--- config.mk ---
export PLATFORM = sky130hd
export DESIGN_NAME = im_loader
export DESIGN_NICKNAME = d
export VERILOG_FILES = /design/src/rtl/im_loader.sv
export SDC_FILE = /design/constraint.sdc
export NUM_CORES = 1
export LEC_CHECK = 0
export CORE_ASPECT_RATIO = 1.75
export CORE_MARGIN = 3
export CORE_UTILIZATION = 30
export CTS_CLUSTER_DIAMETER = 100
export DETAILED_ROUTE_END_ITERATION = 6
export GPL_TIMING_DRIVEN = 0
export MAX_ROUTING_LAYER = met4
export PLACE_DENSITY = 0.54
export SLEW_MARGIN = 20
export SYNTH_ARGS = -nofsm -noshare
export SYNTH_HDL_FRONTEND = slang
export SYNTH_SLANG_ARGS = --single-unit
--- constraint.sdc ---
create_clock -name Clk -period 4.1 [get_ports Clk]
set_input_delay 0.41 -clock Clk [delete_from_list [all_inputs] [get_ports Clk]]
set_output_delay 0.41 -clock Clk [all_outputs]
set_load 0.03 [all_outputs]
--- src/rtl/im_loader.sv ---
// Boot loader: frames a byte stream into 16-bit big-endian words written to instruction memory, core held in reset.
// Latency: ImWrite strobes exactly one cycle after a word's low byte is accepted.
// Backpressure: InReady is high only in byte-receiving states; the sender may stall between bytes, up to TIMEOUT cycles.
module im_loader #(
    parameter logic [15:0] BASE_ADDR = 16'h0000,
    parameter int          MAX_WORDS = 1024,
    parameter int          TIMEOUT   = 65535
) (
    input  logic        Clk,
    input  logic        Rst,
    input  logic        Start,
    input  logic [7:0]  InData,
    input  logic        InValid,
    output logic        InReady,
    output logic [15:0] ImWAddr,
    output logic [15:0] ImWData,
    output logic        ImWrite,
    output logic        CoreHold,
    output logic        Busy,
    output logic        Done,
    output logic        Err
);

    localparam logic [7:0]  MAGIC_BYTE = 8'hF0;
    localparam logic [16:0] MAX_W      = 17'(MAX_WORDS);
    localparam logic [31:0] TO_LAST    = 32'(TIMEOUT - 1);

    typedef enum logic [3:0] {
        S_IDLE,
        S_MAGIC,
        S_CNT_H,
        S_CNT_L,
        S_DATA_H,
        S_DATA_L,
        S_CHK,
        S_DONE,
        S_ERR
    } state_t;

    state_t      state;
    state_t      state_nxt;

    logic        xfer;
    logic        timed;
    logic        start_load;
    logic        timeout_hit;
    logic [7:0]  cnt_hi;
    logic [7:0]  hi_byte;
    logic [15:0] remaining;
    logic [7:0]  csum;
    logic [31:0] idle_cnt;
    logic [15:0] count_w;

    assign xfer        = InValid && InReady;
    assign count_w     = {cnt_hi, InData};
    assign timeout_hit = (TIMEOUT != 0) && timed && !xfer && (idle_cnt == TO_LAST);

    always_ff @(posedge Clk or negedge Rst) begin
        if (!Rst) begin
            state <= S_IDLE;
        end else begin
            state <= state_nxt;
        end
    end

    always_comb begin
        state_nxt  = state;
        InReady    = 1'b0;
        timed      = 1'b0;
        start_load = 1'b0;
        Busy       = 1'b0;
        Done       = 1'b0;
        Err        = 1'b0;
        CoreHold   = 1'b1;
        unique case (state)
            S_IDLE, S_DONE, S_ERR: begin
                Done     = (state == S_DONE);
                Err      = (state == S_ERR);
                CoreHold = (state != S_DONE);
                if (Start) begin
                    start_load = 1'b1;
                    state_nxt  = S_MAGIC;
                end
            end
            S_MAGIC: begin
                InReady = 1'b1;
                Busy    = 1'b1;
                if (xfer) begin
                    state_nxt = (InData == MAGIC_BYTE) ? S_CNT_H : S_ERR;
                end
            end
            S_CNT_H: begin
                InReady = 1'b1;
                Busy    = 1'b1;
                timed   = 1'b1;
                if (xfer) begin
                    state_nxt = S_CNT_L;
                end
            end
            S_CNT_L: begin
                InReady = 1'b1;
                Busy    = 1'b1;
                timed   = 1'b1;
                if (xfer) begin
                    if (count_w == 16'd0) begin
                        state_nxt = S_CHK;
                    end else if ({1'b0, count_w} > MAX_W) begin
                        state_nxt = S_ERR;
                    end else begin
                        state_nxt = S_DATA_H;
                    end
                end
            end
            S_DATA_H: begin
                InReady = 1'b1;
                Busy    = 1'b1;
                timed   = 1'b1;
                if (xfer) begin
                    state_nxt = S_DATA_L;
                end
            end
            S_DATA_L: begin
                InReady = 1'b1;
                Busy    = 1'b1;
                timed   = 1'b1;
                if (xfer) begin
                    state_nxt = (remaining == 16'd1) ? S_CHK : S_DATA_H;
                end
            end
            S_CHK: begin
                InReady = 1'b1;
                Busy    = 1'b1;
                timed   = 1'b1;
                if (xfer) begin
                    state_nxt = (InData == csum) ? S_DONE : S_ERR;
                end
            end
            default: begin
                state_nxt = S_IDLE;
            end
        endcase
        // A stalled sender aborts the frame; the pending write strobe still completes.
        if (timeout_hit) begin
            state_nxt = S_ERR;
        end
    end

    always_ff @(posedge Clk or negedge Rst) begin
        if (!Rst) begin
            ImWAddr   <= BASE_ADDR;
            ImWData   <= 16'd0;
            ImWrite   <= 1'b0;
            cnt_hi    <= 8'd0;
            hi_byte   <= 8'd0;
            remaining <= 16'd0;
            csum      <= 8'd0;
            idle_cnt  <= 32'd0;
        end else begin
            ImWrite <= (state == S_DATA_L) && xfer;

            if (start_load) begin
                ImWAddr <= BASE_ADDR;
            end else if (ImWrite) begin
                ImWAddr <= ImWAddr + 16'd2;
            end

            if (start_load) begin
                csum <= 8'd0;
            end else if (xfer && timed && (state != S_CHK)) begin
                csum <= csum ^ InData;
            end

            if (!timed || xfer) begin
                idle_cnt <= 32'd0;
            end else begin
                idle_cnt <= idle_cnt + 32'd1;
            end

            if (xfer) begin
                unique case (state)
                    S_CNT_H:  cnt_hi    <= InData;
                    S_CNT_L:  remaining <= count_w;
                    S_DATA_H: hi_byte   <= InData;
                    S_DATA_L: begin
                        ImWData   <= {hi_byte, InData};
                        remaining <= remaining - 16'd1;
                    end
                    default: begin
                    end
                endcase
            end
        end
    end

endmodule

==> impl_metrics.toml <==
[outcome]
status = "finished, final reports clean"

[synthesis]
ys_seq_area_frac = 0.489
yosysMostFrequentCell = "dfrtp_1"
yosys.area.top_type = "dfrtp_1"
synth_cells = 603
ys_top_cells_by_count = "dfrtp_1 (108), nand2_1 (76), nor2_1 (74), o21ai_0 (37), a21oi_1 (33)"
synth_edf_count = 0
synth_cell_types = 56
syn_avg_cell_area_um2 = 9.17
synth-main-ff-cell = "dfrtp_1"
yosysWarnings = 0
synthTopCellsByArea = "dfrtp_1 (49%), nand2_1 (5.2%), nor2_1 (5.0%)"
synth_area_um2 = 5530
syn_nets = 620
postSynthRegisterBits = 108
synth_top_area_share = 0.489
synth_async_sr_flop_share = 1.00

[sta]
finalCritPeriodShare = 0.646
finalHoldViolations = 0
skew_ns = 0.00799
tns_ns = 0
setup-violations-final = 0
finalMaxSlewViolations = 0
slew_headroom = 0.410
period_minus_slack_ns = 2.65
fmax_ghz = 0.378
rsz0062_at_grt = "false"
tightestPinTransition_ns = 0.883

[route]
remaining_drc_errors = 0
drt_iter0_drc = 219
antenna_left = 0
vias = 4486
vias_per_cell = 5.02
wl_um = 14300
wl_per_cell_um = 15.9
firstDrtPassIters = 4

[flow_run]
drv_cap = 0

[clock_network]
clk_pin_slew_ns = 0.08
cts_sinks = 108
ctsResizeCount = 0
clk_latency_ns = 0.35
cts_buffer_depth = 2
cts-hold-fix-buffers = 1
cts_buffers = 9
clockRootBuffer = "clkbuf_16"
postCtsSetupBuffers = 0
cts_max_level = 3
cts_tree = "done"

[worst_hold_path]
hp-start = "InData[1]"
hold_path.class = "in -> reg"
worstHoldEndpoint = "ImWData[1]"
holdPathStages = 3

[setup_path]
path_class = "reg -> out"
cp_slowest_cell = "clkdlybuf4s50_1"
critPathCaptureType = "output port"
crit_chain = "buf_2, clkbuf_1, nor3_1, nor2_1, buf_4, clkdlybuf4s50_1"
worst_setup_path_start_kind = "flop"
worstPathArrival_ns = 2.24
timing.rr.end = "remaining[14]"
required_ns = 3.69
rrSetupSlack_ns = 1.54
rr_startpoint = "remaining[0]"
r2r_cells = 7
cpPeakStageDelay_ns = 0.65
crit_fanout = 10

[place]
port_buffers = 39
dp_hpwl_um = 10700
place_inst = 877
globalplace.congestion = 0.909

[grt]
grt_pass1_wl_um = 23400
antenna_found_initial = 0
grt_overflow = 0
grt_use_met2 = 0.288
met3_usage = 0.0229
grt_use_met1 = 0.154
busiest_layer = "met2"
grt_max_degree = 71
grt_pass1_vias = 4567
grtUsageTotal = 0.152

[finish]
nets = 672
syn2layout_area_growth_pct = 18.4
insertedDiodeCount = 0
fillCellCount = 1871
fin_cells = 894
utilization = 0.363
drive_above_1_share = 0.0773

[power]
leakage_nw = 2.71
p_total_mw = 3.74
ir_worst_vdd_v = 0.000193
power_density_nw_per_um2 = 571

[floorplan]
io_pins = 50
core-area_um2 = 18100
die_width_um = 109
die_y_um = 186
num_rows = 65
die_area_um2 = 20200
initial_core_util = 0.306
==> power by group <==
part / internal, mW / switching, mW / total [mW]
Combinational: 0.532 / 0.789 / 1.32
Clock: 0.428 / 0.431 / 0.859
Sequential: 1.33 / 0.225 / 1.56
Total: 2.29 / 1.45 / 3.74
==> worst max-delay path: cells and delay by family (launching register included) <==
kind | cells | cell delay [ns]
flip-flops | 1 | 0.33
AND/OR/NAND/NOR | 2 | 0.26
buffers and inverters | 4 | 1.31
==> registers in the layout (all words and copies together) (netlist names) <==
| register | count |
|---|---|
| idle_cnt | 32 |
| ImWData | 16 |
| remaining | 16 |
| ImWAddr | 15 |
| cnt_hi | 8 |
| csum | 8 |
| hi_byte | 8 |
| state | 4 |
| ImWrite | 1 |
==> metal layers <==
layer	part of all wire	vias to the layer above
met5	0	-
met4	0.020	0
met3	0.024	20
met2	0.58	60
met1	0.38	2192
li1	-	2214
==> cells in the final DEF (no fill, tap or decap), types with 3 or more instances in the layout <==
cell / synthesis / layout
nor3_1: 11 / 11
mux2_2: 16 / 16
a21oi_1: 33 / 33
nand2b_1: 9 / 9
clkdlybuf4s50_1: 0 / 38
inv_1: 14 / 14
xor2_1: 26 / 26
dfrtp_1: 108 / 108
nand2_1: 76 / 76
nand4_1: 13 / 13
and2_1: 4 / 4
clkbuf_16: 0 / 9
nand3_1: 27 / 27
ha_1: 5 / 5
or3_1: 16 / 16
nor4_1: 11 / 11
xnor2_1: 19 / 19
o21ai_0: 37 / 37
a31oi_1: 5 / 5
and3_1: 7 / 7
o22ai_1: 11 / 11
and4_1: 7 / 7
buf_2: 6 / 6
a2bb2oi_1: 3 / 3
nor2_1: 74 / 74
clkbuf_1: 22 / 22
==> cell type report <==
cell class	instances	area, um^2	area share
Sequential cell	108	2700	0.413
Multi-Input combinational cell	448	2640	0.403
Buffer	33	140	0.0214
Clock buffer	9	225	0.0344
Clock inverter	7	68.8	0.0105
Tap cell	234	293	0.0447
Timing Repair Buffer	41	429	0.0656
Inverter	14	52.6	0.00803
==> worst max path at each step <==
stage	from	endpoint	slack, ns	depth (start not counted)
after floorplan	remaining[0]	remaining[14]	1.86	7
after global placement	Rst	ImWAddr[10]	-1.66	1
after detailed placement	remaining[0]	remaining[14]	1.55	7
after CTS	state[2]	InReady	1.44	6
after global routing	state[2]	InReady	1.28	6
final	state[2]	InReady	1.45	6
==> through the flow <==
step           instance area [um^2]  hold slack (ns)  setup WS, ns
2_1_floorplan                  5530            0.114          1.86
3_3_place_gp                   6210            0.446         -1.66
3_5_place_dp                   6240            0.354          1.55
4_1_cts                        6550            0.409          1.44
5_1_grt                        6550            0.419          1.28
6_report                       6550            0.423          1.45
==> kinds of logic after synthesis <==
| logic type | synth area share |
|---|---|
| AOI/OAI and AO/OA | 0.111 |
| xor gates and xnor gates | 0.0713 |
| adders and majority gates | 0.0113 |
| buffers and inverters | 0.0348 |
| DFF | 0.489 |
| muxes | 0.0344 |
| other | 0.000678 |
| and+or+nand+nor | 0.248 |
(Power assumes the default switching activity.)
